[config.mk]
export PLATFORM = sky130hd
export DESIGN_NAME = logic_unit_pipe
export DESIGN_NICKNAME = d
export VERILOG_FILES = /design/src/rtl/logic_unit_pipe.sv
export SDC_FILE = /design/constraint.sdc
export NUM_CORES = 1
export LEC_CHECK = 0
export ABC_AREA = 1
export CAP_MARGIN = 40
export CORE_MARGIN = 2
export CORE_UTILIZATION = 45
export DETAILED_ROUTE_END_ITERATION = 10
export PLACE_DENSITY = 0.65
export SLEW_MARGIN = 20
export SYNTH_ARGS = -nofsm -noshare
export SYNTH_HDL_FRONTEND = slang
export SYNTH_HIERARCHICAL = 1
export SYNTH_SLANG_ARGS = --single-unit
[constraint.sdc]
create_clock -name clock -period 9.3 [get_ports clock]
set_input_delay 2.325 -clock clock [delete_from_list [all_inputs] [get_ports clock]]
set_output_delay 2.325 -clock clock [all_outputs]
set_load 0.02 [all_outputs]
[src/rtl/logic_unit_pipe.sv]
// Pipelined bitwise logic unit: per-beat AND/OR/XOR/NOR/ANDN plus multi-beat AND/OR
// accumulate bursts, two register stages with valid/ready handshakes on both sides.

package logic_unit_pkg;
    typedef enum logic [2:0] {
        OP_AND     = 3'b000,
        OP_OR      = 3'b001,
        OP_XOR     = 3'b010,
        OP_NOR     = 3'b011,
        OP_ANDN    = 3'b100,
        OP_ACC_AND = 3'b101,
        OP_ACC_OR  = 3'b110,
        OP_RSVD    = 3'b111
    } op_e;
endpackage

// One bit of the datapath. For ACC ops the result is also the next accumulator bit.
module logic_unit_lane
    import logic_unit_pkg::*;
(
    input  logic       a,
    input  logic       b,
    input  logic [2:0] op,
    input  logic       acc,
    input  logic       acc_active,
    output logic       res
);
    logic v;

    always_comb begin
        v   = 1'b0;
        res = 1'b0;
        case (op)
            OP_AND:     res = a & b;
            OP_OR:      res = a | b;
            OP_XOR:     res = a ^ b;
            OP_NOR:     res = ~(a | b);
            OP_ANDN:    res = a & ~b;
            OP_ACC_AND: begin
                v   = a & b;
                res = acc_active ? (acc & v) : v;
            end
            OP_ACC_OR:  begin
                v   = a | b;
                res = acc_active ? (acc | v) : v;
            end
            default:    res = 1'b0;
        endcase
    end
endmodule

module logic_unit_pipe
    import logic_unit_pkg::*;
#(
    parameter int WIDTH = 32
) (
    input  logic             clock,
    input  logic             reset_n,
    input  logic             in_valid,
    output logic             in_ready,
    input  logic [WIDTH-1:0] in_a,
    input  logic [WIDTH-1:0] in_b,
    input  logic [2:0]       in_op,
    input  logic             in_last,
    output logic             out_valid,
    input  logic             out_ready,
    output logic [WIDTH-1:0] out_data,
    output logic             out_zero,
    output logic             out_err
);
    typedef struct packed {
        logic [WIDTH-1:0] a;
        logic [WIDTH-1:0] b;
        logic [2:0]       op;
        logic             last;
    } beat_t;

    // vld_pipe[1] = S1 occupied, vld_pipe[2] = S2 occupied (drives out_valid)
    logic [2:1]       vld_pipe;
    beat_t            s1;
    beat_t            req;
    logic             rdy_en;
    logic [WIDTH-1:0] acc;
    logic             acc_active;
    logic [WIDTH-1:0] res;

    logic s2_stall, s1_open, s1_adv, in_fire;
    logic is_acc, emit, is_rsvd;

    assign req       = '{a: in_a, b: in_b, op: in_op, last: in_last};
    assign s2_stall  = vld_pipe[2] & ~out_ready;
    assign s1_open   = ~vld_pipe[1] | ~s2_stall;
    assign s1_adv    = vld_pipe[1] & ~s2_stall;
    // rdy_en keeps in_ready low until the first edge after reset release
    assign in_ready  = rdy_en & s1_open;
    assign in_fire   = in_valid & in_ready;
    assign out_valid = vld_pipe[2];

    assign is_acc  = (s1.op == OP_ACC_AND) | (s1.op == OP_ACC_OR);
    assign is_rsvd = (s1.op == OP_RSVD);
    // non-final ACC beats fold into acc and produce no output
    assign emit    = ~is_acc | s1.last;

    for (genvar g = 0; g < WIDTH; g++) begin : g_lane
        logic_unit_lane u_lane (
            .a          (s1.a[g]),
            .b          (s1.b[g]),
            .op         (s1.op),
            .acc        (acc[g]),
            .acc_active (acc_active),
            .res        (res[g])
        );
    end

    always_ff @(posedge clock or negedge reset_n) begin
        if (!reset_n) begin
            rdy_en <= 1'b0;
        end else begin
            rdy_en <= 1'b1;
        end
    end

    always_ff @(posedge clock or negedge reset_n) begin
        if (!reset_n) begin
            vld_pipe[1] <= 1'b0;
            s1          <= '0;
        end else if (s1_open) begin
            vld_pipe[1] <= in_fire;
            if (in_fire) s1 <= req;
        end
    end

    always_ff @(posedge clock or negedge reset_n) begin
        if (!reset_n) begin
            vld_pipe[2] <= 1'b0;
            out_data    <= '0;
            out_zero    <= 1'b0;
            out_err     <= 1'b0;
        end else if (!s2_stall) begin
            vld_pipe[2] <= s1_adv & emit;
            if (s1_adv & emit) begin
                out_data <= res;
                out_zero <= ~|res;
                out_err  <= is_rsvd;
            end
        end
    end

    always_ff @(posedge clock or negedge reset_n) begin
        if (!reset_n) begin
            acc        <= '0;
            acc_active <= 1'b0;
        end else if (s1_adv & is_acc) begin
            if (s1.last) begin
                acc        <= '0;
                acc_active <= 1'b0;
            end else begin
                acc        <= res;
                acc_active <= 1'b1;
            end
        end
    end
endmodule

==> results of run 1 <==
-- synthesized netlist by cell type --
master	instances
nand2_1	663
inv_1	227
nand3_1	163
dfrtp_1	138
ha_1	96
nor2_1	88
nor2_2	64
inv_2	35
nand4_1	33
nand3_2	32
o21ai_1	18
buf_4	15
o21ai_2	12
buf_6	8
buf_2	6
clkbuf_1	6
o21ai_0	4
a21oi_1	3
buf_1	2
nand2_2	2
a21boi_2	1
conb_1	1
nand4_2	1
-- power by group through the flow --
stage	sequential [mW]	combinational [mW]	clock, mW
after floorplan	0.987	0.584	0
after global placement	0.907	0.957	0
after detailed placement	0.907	0.983	0
after CTS	0.901	0.990	0.708
after global routing	0.928	1.12	0.732
final	0.900	0.983	0.696
-- worst reg2reg max path, delay by kind of cell, from the launching register on --
family,cells,cell delay (ns)
AND/OR/NAND/NOR,12,1.28
flip-flops,1,0.90
buffers and inverters,2,0.80
-- registers in the layout (all words and copies together), names as in the netlist --
| register | flops |
|---|---|
| out_data | 32 |
| rdy_en | 1 |
| vld_pipe | 1 |
| acc | 32 |
| out_err | 1 |
| acc_active | 1 |
| out_zero | 1 |
| s1 | 68 |
| out_valid | 1 |
-- layer usage --
metal,wire length (um),up-vias,GRT usage
met5,0,-,0
met4,401,0,0.05963
met3,739,23,0.02858
met2,12370,163,0.3793
met1,12360,4530,0.2849
li1,-,5148,-
-- through the flow --
step | cell area, sq um | util | hold WS (ns) | cells | power [mW]
6_report | 12730 | 0.5424 | 0.4692 | 2052 | 2.579
3_3_place_gp | 12020 | 0.5120 | 0.4564 | 2015 | 1.864
4_1_cts | 12700 | 0.5412 | 0.4710 | 2051 | 2.599
5_1_grt | 12730 | 0.5424 | 0.4962 | 2052 | 2.784
2_1_floorplan | 10730 | - | 0.4548 | 1618 | 1.571
3_5_place_dp | 12110 | 0.5160 | 0.4630 | 2019 | 1.890
-- path summary, 6_finish.rpt --
check	slack, ns	cells past startpoint	from	end
worst max-delay path	2.58	7	out_ready	in_ready
worst min-delay path	0.47	1	s1[0]$_DFFE_PN0P_	acc_active$_DFFE_PN0P_
worst max register to register	6.28	14	s1[2]$_DFFE_PN0P_	out_zero$_DFFE_PN0P_
worst min register to register	0.47	1	s1[0]$_DFFE_PN0P_	acc_active$_DFFE_PN0P_
max in group asynchronous	6.34	3	reset_n	s1[3]$_DFFE_PN0P_
min in group asynchronous	1.93	1	reset_n	s1[38]$_DFFE_PN0P_
-- layout make-up --
type,count,area [sq um],area share
clock buffer,21,470.5,0.03695
clock inverter,11,120.1,0.009435
tap,319,399.1,0.03135
multi-input combinational,1181,6042,0.4746
timing repair buffer,120,1250,0.09818
inverter,262,983.4,0.07725
sequential,138,3466,0.2722
-- cells by family after synthesis --
family / Yosys count / share of synthesized area
other: 1 / 0.0003494
AND/OR/NAND/NOR: 1046 / 0.4274
flip-flops: 138 / 0.3218
adder cells (fa/ha/maj): 96 / 0.1119
AO/OA/AOI/OAI: 38 / 0.02250
buffers and inverters: 299 / 0.1161
==> metrics.md, run 1 <==
| Metric | Value |
|---|---|
| Die Width | `158.4 um` |
| Iter 0 DRT Violations | `645` |
| H-tree depth | `4` |
| Post-synthesis cell count | `1618` |
| DR vias | `9864` |
| Synth Area per Inst | `6.633 sq um` |
| Yosys Warn Count | `6` |
| Final setup violation count | `0` |
| # diodes | `0` |
| Sink Count | `138` |
| Drt total wl | `25.87 mm` |
| Lkg Pwr | `7.211 nW` |
| Num rows | `56` |
| Clk root buf | `clkbuf_16` |
| Final hold viol count | `0` |
| Port bufs | `107` |
| Max Fanout on Critical Path | `67` |
| Crit path capture type | `primary output` |
| Worst Hold Class | `flop to flop` |
| Largest net degree at the start of global routing | `78` |
| Area contributors post-synth | `dfrtp_1, nand2_1, ha_1` |
| Nets | `1888` |
| Net Sw Frac | `0.3993` |
| Initial Util | `0.4572` |
| Most common cell after layout, fill and taps aside | `nand2_1` |
| Worst skew pair latency | `0.43 ns` |
| Post-synth top area share | `0.3218` |
| Slowest-stage cell, CP | `clkdlybuf4s50_1` |
| Syn Std Cell Area | `10730 sq um` |
| Most frequent cells in the layout | `nand2_1, inv_1, nand3_1` |
| Post-route DRC | `0` |
| CP max stage delay | `0.74 ns` |
| CORE AREA | `23470 sq um` |
| Outcome | `completed` |
| Post-Place Worst Slack | `2.573 ns` |
| GRT overflow | `0` |
| VDD IR max | `0.1208 mV` |
| CP Launch Type | `primary input` |
| IO Pins | `108` |
| Critical-path cell list | `clkdlybuf4s50_1 > inv_1 > nand3_1 > nand2_1 > inv_2 > buf_4 > clkdlybuf4s50_1` |
| Skew final | `0.007695 ns` |
| Seq pwr share | `0.349` |
| Fmax | `0.1489 GHz` |
| Vias per cell | `4.807` |
| RSZ-0062 raised after global routing | `no` |
| Final setup TNS | `0 ns` |
| Synth unique cells | `23` |
| First-pass GRT wire length | `44.48 mm` |
| Slew @ Worst Pin | `0.7944 ns` |
| Cts repair resizes | `0` |
| Clock share of power | `0.270` |
| Filler cell count | `2311` |
| Gr usage total | `0.2179` |
| Worst EP arrival | `4.39 ns` |
| DPL Wire Length | `16.48 mm` |
| Area Growth Syn to Fin | `18.62%` |
| # hold bufs at CTS | `0` |
| 1st-pass router iterations | `6` |
| Vias in the first global route | `9476` |
| Seq/Total Area, Yosys | `0.3218` |
| Antenna-violating nets left | `0` |
| Internal cell power | `1.549 mW` |
| Setup ws final | `2.582 ns` |
| Post-CTS Setup Bufs | `0` |
| Die Y | `158.4 um` |
| Critical path data required time | `6.98 ns` |
| Layout cells sized above 1 | `0.1137` |
| FF+latch count, synth | `138` |
| CTS tree | `done` |
| MaxCap Viol Count | `0` |
| Min Tclk post-route | `6.718 ns` |
| Initial antenna violation count | `0` |
| Max Buffers Root-to-Sink | `2` |
| Final Wtd Congestion | `0.7683` |
| Net switching power | `1.030 mW` |
| Clock-pin slew on the worst setup and hold paths | `0.06 ns` |
| Power share of the combinational group | `0.381` |
| Period Utilization, post-route | `0.7223` |
| Top delay family on crit path | `buffers and inverters` |
| Most used cell, CP | `clkdlybuf4s50_1` |
| Normalized max-slew margin | `0.4704` |
| CP Buf/Inv Count | `5` |
| Post-synthesis net count | `1786` |
| Slew Limit Fails | `0` |
| Power density over the cells | `202.5 nW/um^2` |
| Die area | `25100 sq um` |
| Routed wire per std cell | `12.61 um` |
| Cell taking the most area after synthesis | `dfrtp_1` |
| Num CTS Buffers | `17` |
| Crit Path Class | `primary input to primary output` |
(Power assumes the default switching activity.)
==> inputs of run 2 (changes only) <==
PLACE_DENSITY = 0.68   (was 0.65)
clock period = 6 ns   (was 9.3 ns; I/O delays follow)
==> run 2 against run 1 <==
  * Clock skew increased by 0.0027 ns
  * Sequential share of layout area decreased by 0.067 points
  * Utilization increased by 0.13 points
==> metrics.md, run 2 (synthesis results as in run 1) <==
| Metric | Value |
|---|---|
| Outcome | `completed` |
| Gr usage total | `0.2163 (-0.001618)` |
| CP Launch Type | `primary input` |
| Antenna-violating nets left | `0 (unchanged)` |
| Most flops, register | `s1` |
| RSZ-0062 raised after global routing | `no` |
| Final hold viol count | `0 (unchanged)` |
| Slowest-stage cell, CP | `clkdlybuf4s50_1` |
| Nets | `1889 (+0.053%)` |
| Port bufs | `107 (unchanged)` |
| H-tree depth | `4 (unchanged)` |
| DPL Wire Length | `16.75 mm (+1.6%)` |
| Power density over the cells | `317.5 nW/um^2 (+57%)` |
| Post-route DRC | `0 (unchanged)` |
| Dpl cell area | `12110 sq um (unchanged)` |
| Die Y | `158.4 um (unchanged)` |
| Die Width | `158.4 um (unchanged)` |
| Crit Path Class | `primary input to primary output` |
| DR vias | `9874 (+0.10%)` |
| 1st-pass router iterations | `5 (-1)` |
| Vias in the first global route | `9253 (-2.4%)` |
| Die area | `25100 sq um (unchanged)` |
| Initial Util | `0.4572 (unchanged)` |
| Skew final | `0.01042 ns (+0.002727 ns)` |
| Internal cell power | `2.463 mW (+59%)` |
| Lkg Pwr | `7.224 nW (+0.18%)` |
| Slew Limit Fails | `0 (unchanged)` |
| Critical-path cell list | `clkdlybuf4s50_1 > inv_1 > nand3_1 > nand2_1 > inv_2 > clkdlybuf4s50_1` |
| Most common cell after layout, fill and taps aside | `nand2_1` |
| MaxCap Viol Count | `0 (unchanged)` |
| Design Area, Final | `12760 sq um (+0.25%)` |
| Final Wtd Congestion | `0.7971 (+3.7%)` |
| Worst Hold Class | `flop to flop` |
| Worst EP arrival | `2.84 ns (-1.55 ns)` |
| GRT overflow | `0 (unchanged)` |
| # diodes | `0 (unchanged)` |
| Net switching power | `1.589 mW (+54%)` |
| Num rows | `56 (unchanged)` |
| Final setup TNS | `0 ns (unchanged)` |
| Fmax | `0.2304 GHz` |
| Net Sw Frac | `0.3921 (-0.007267)` |
| Vias per cell | `4.810 (about the same)` |
| Drt total wl | `25.88 mm (about the same)` |
| Top Registers | `s1 (68), acc (32), out_data (32)` |
| Min Tclk post-route | `4.340 ns` |
| Area Growth Syn to Fin | `18.91%` |
| R2r startpoint | `s1[3]$_DFFE_PN0P_` |
| Slew @ Worst Pin | `0.7878 ns (-0.006613 ns)` |
| CP max stage delay | `0.59 ns (-0.15 ns)` |
| Max Fanout on Critical Path | `3 (-96%)` |
| Power share of the combinational group | `0.380 (about the same)` |
| Clk root buf | `clkbuf_16` |
| IO Pins | `108 (unchanged)` |
| Cts repair resizes | `0 (unchanged)` |
| Clock share of power | `0.278 (+0.008)` |
| CTS tree | `done` |
| Period Utilization, post-route | `0.7233` |
| Final setup violation count | `0 (unchanged)` |
| Sink Count | `138 (unchanged)` |
| Filler cell count | `2223 (-3.8%)` |
| Most frequent cells in the layout | `nand2_1, inv_1, nand3_1` |
| Initial antenna violation count | `0 (unchanged)` |
| VDD IR max | `0.2274 mV (+88%)` |
| Crit path capture type | `primary output` |
| Iter 0 DRT Violations | `710 (+10%)` |
| First-pass GRT wire length | `43.75 mm (-1.7%)` |
| Post-CTS Setup Bufs | `0 (unchanged)` |
| Pwr Total | `4.052 mW (+57%)` |
| Routed wire per std cell | `12.61 um (about the same)` |
| CORE AREA | `23470 sq um (unchanged)` |
| Most used cell, CP | `clkdlybuf4s50_1` |
| Layout cells sized above 1 | `0.1136 (about the same)` |
| Worst skew pair latency | `0.43 ns (about the same)` |
| Worst Hold Launch | `out_data[10]$_DFFE_PN0P_` |
| Max Buffers Root-to-Sink | `2 (unchanged)` |
| # hold bufs at CTS | `0 (unchanged)` |
| Normalized max-slew margin | `0.4748 (+0.004409)` |
| Num CTS Buffers | `17 (unchanged)` |
| Clock-pin slew on the worst setup and hold paths | `0.05 ns (about the same)` |
| R2r setup slk | `3.06 ns (-3.22 ns)` |
| Max reg flops | `68 (unchanged)` |
| Origin of the worst setup path | `out_ready` |
| Largest net degree at the start of global routing | `86 (+10%)` |
| Critical path data required time | `4.50 ns (-2.48 ns)` |
| Seq pwr share | `0.342 (-0.007)` |
-- run 2: cell types whose count changed in the layout (fill, tap and decap cells not counted) --
cell and delta:
clkbuf_8 -2, clkbuf_1 +1, buf_4 +1, buf_16 -1, clkinv_2 -1, bufinv_16 +2, buf_12 +1
-- run 2: worst max-delay path, delay by kind of cell --
family,cells,cell delay (ns)
buffers and inverters,4,1.16
AND/OR/NAND/NOR,2,0.17
-- run 2: final timing paths --
check,to,depth (start not counted)
worst max-delay path,in_ready,6
worst min-delay path,out_data[10]$_DFFE_PN0P_,2
worst max register to register,out_zero$_DFFE_PN0P_,13
worst min register to register,out_data[10]$_DFFE_PN0P_,2
max in group asynchronous,s1[47]$_DFFE_PN0P_,3
min in group asynchronous,s1[60]$_DFFE_PN0P_,1
-- run 2: layer usage --
metal / vias to the layer above / part of all wire / GRT usage / wire, um
li1: 5150 / - / - / -
met1: 4482 / 0.48 / 0.2871 / 12330
met2: 201 / 0.46 / 0.3600 / 12020
met3: 41 / 0.037 / 0.03430 / 970
met4: 0 / 0.022 / 0.07293 / 560
met5: - / 0 / 0 / 0
-- run 2: layout make-up --
class	instances	area, sq um	area share
inverters	262	983.4	0.07706
clock inverters	12	175.2	0.01373
flip-flops and latches	138	3466	0.2716
well taps	319	399.1	0.03127
multi-input cells	1181	6042	0.4734
clock buffers	20	446.7	0.03500
repair buffers	121	1250	0.09794
-- run 2: power by group through the flow --
stage	logic, mW	clock network (mW)	registers, mW
3_3_place_gp	1.46	0	1.43
2_1_floorplan	0.905	0	1.53
4_1_cts	1.55	1.15	1.39
3_5_place_dp	1.53	0	1.40
5_1_grt	1.74	1.19	1.42
6_report	1.54	1.13	1.38
-- run 2: through the flow --
stage / hold slack [ns] / cells / utilization / setup WS, ns
detailed placement: 0.4651 / 2020 / 0.5160 / 1.655
global route: 0.5034 / 2053 / 0.5437 / 1.583
floorplan: 0.4548 / 1618 / - / 1.742
global placement: 0.4647 / 2016 / 0.5123 / 1.637
CTS: 0.4810 / 2052 / 0.5425 / 1.647
finish: 0.4744 / 2053 / 0.5437 / 1.660
==> inputs of run 3 (changes only) <==
clock period = 3.7 ns   (was 6 ns; I/O delays follow)
==> run 3 against run 2 <==
  * Sequential power is 59% higher
  * First-iteration DRC count down 14%
  * Register-to-register slack worse by 1.9 ns
  * Largest cell class unchanged
  * Utilization barely moved
  * Highest routed layer unchanged
  * Critical path depth is the same
  * Via count rose by 0.13%
==> metrics.md, run 3 (synthesis results as in run 1) <==
| Metric | Value |
|---|---|
| Gr usage total | `0.2148 (-0.001433)` |
| Final setup violation count | `0 (unchanged)` |
| Clk root buf | `clkbuf_16` |
| Final Wtd Congestion | `0.8145 (+2.2%)` |
| CTS tree | `done` |
| Most common cell after layout, fill and taps aside | `nand2_1` |
| Initial antenna violation count | `0 (unchanged)` |
| First-pass GRT wire length | `43.80 mm (+0.13%)` |
| DPL Wire Length | `16.84 mm (+0.56%)` |
| Post-route DRC | `0 (unchanged)` |
| Die Width | `158.4 um (unchanged)` |
| # diodes | `0 (unchanged)` |
| Lkg Pwr | `7.229 nW (about the same)` |
| Initial Util | `0.4572 (unchanged)` |
| # hold bufs at CTS | `0 (unchanged)` |
| Layout Utilization | `0.5432 (about the same)` |
| Final setup TNS | `0 ns (unchanged)` |
| Fmax | `0.3152 GHz` |
| Skew final | `0.006499 ns (-0.003922 ns)` |
| Die area | `25100 sq um (unchanged)` |
| Crit Path Class | `primary input to primary output` |
| Vias per cell | `4.809 (about the same)` |
| Outcome | `completed` |
| Iter 0 DRT Violations | `610 (-14%)` |
| Area Growth Syn to Fin | `18.80% (about the same)` |
| Nets | `1895 (+0.32%)` |
| H-tree depth | `4 (unchanged)` |
| Sink Count | `138 (unchanged)` |
| Min Tclk post-route | `3.172 ns` |
| Max Buffers Root-to-Sink | `2 (unchanged)` |
| Max Fanout on Critical Path | `3 (unchanged)` |
| Drt total wl | `25.73 mm (-0.57%)` |
| Vias in the first global route | `9488 (+2.5%)` |
| Clock-pin slew on the worst setup and hold paths | `0.05 ns (about the same)` |
| Slew Limit Fails | `0 (unchanged)` |
| Max reg flops | `68 (unchanged)` |
| Post-CTS Setup Bufs | `0 (unchanged)` |
| Largest net degree at the start of global routing | `70 (-19%)` |
| Slew @ Worst Pin | `0.7393 ns (-0.04854 ns)` |
| RSZ-0062 raised after global routing | `no` |
| Worst skew pair latency | `0.42 ns (about the same)` |
| CORE AREA | `23470 sq um (unchanged)` |
| Normalized max-slew margin | `0.5064 (+0.03164)` |
| DR vias | `9887 (+0.13%)` |
| Pwr Total | `6.368 mW (+57%)` |
| Die Y | `158.4 um (unchanged)` |
| Routed wire per std cell | `12.52 um (-0.72%)` |
| Most frequent cells in the layout | `nand2_1, inv_1, nand3_1` |
| Power density over the cells | `499.4 nW/um^2 (+57%)` |
| Most flops, register | `s1` |
| Antenna-violating nets left | `0 (unchanged)` |
| MaxCap Viol Count | `0 (unchanged)` |
| Cts repair resizes | `0 (unchanged)` |
| IO Pins | `108 (unchanged)` |
| Layout cells sized above 1 | `0.1140 (+0.0003795)` |
| Worst EP arrival | `2.25 ns (-0.59 ns)` |
| Crit path capture type | `primary output` |
| 1st-pass router iterations | `4 (-1)` |
| Period Utilization, post-route | `0.8574` |
| Worst Hold Class | `flop to flop` |
| CP Launch Type | `primary input` |
| Final hold viol count | `0 (unchanged)` |
| Num rows | `56 (unchanged)` |
| VDD IR max | `0.2998 mV (+32%)` |
| Worst Hold Slack | `0.4666 ns (-0.007754 ns)` |
| Num CTS Buffers | `17 (unchanged)` |
| GRT overflow | `0 (unchanged)` |
| Top Registers | `s1 (68), acc (32), out_data (32)` |
| Critical path data required time | `2.77 ns (-1.73 ns)` |
| Port bufs | `107 (unchanged)` |
-- run 3: critical path: stages --
cell             delay [ns]
clkdlybuf4s50_1        0.45
inv_1                  0.06
nand3_1                0.09
nand2_1                0.07
inv_2                  0.06
clkdlybuf4s50_1        0.59
-- run 3: worst paths after layout --
check / from / to / slack, ns / cells after the start
worst max-delay path: out_ready / in_ready / 0.53 / 6
worst min-delay path: s1[0]$_DFFE_PN0P_ / acc_active$_DFFE_PN0P_ / 0.47 / 1
worst max register to register: s1[2]$_DFFE_PN0P_ / out_zero$_DFFE_PN0P_ / 1.15 / 14
worst min register to register: s1[0]$_DFFE_PN0P_ / acc_active$_DFFE_PN0P_ / 0.47 / 1
max in group asynchronous: reset_n / out_data[2]$_DFFE_PN0P_ / 2.37 / 2
min in group asynchronous: reset_n / s1[28]$_DFFE_PN0P_ / 0.51 / 1
-- run 3: per-stage QoR --
stage	area, sq um	cells	worst slack [ns]
3_3_place_gp	12120	2023	0.5004
5_1_grt	12750	2056	0.4395
2_1_floorplan	10740	1618	0.3912
6_report	12750	2056	0.5277
4_1_cts	12730	2055	0.5135
3_5_place_dp	12200	2026	0.5174
-- run 3: layout make-up --
type / instances / area, sq um
clock inverter: 2 / 10.01
tap: 319 / 399.1
sequential: 138 / 3466
multi-input combinational: 1181 / 6042
fill: 2237 / 10720
clock buffer: 27 / 523.0
inverter: 262 / 983.4
timing repair buffer: 127 / 1328
-- run 3: report_power, final --
part	switching, mW	internal (mW)
registers	0.333	1.87
logic	1.56	1.02
clock network	0.635	0.952
-- run 3: per-layer routing --
metal | vias up | routed length, um | track usage
li1 | 5160 | - | -
met1 | 4543 | 12040 | 0.2736
met2 | 162 | 12460 | 0.3826
met3 | 22 | 856 | 0.03021
met4 | 0 | 375 | 0.05577
met5 | - | 0 | 0
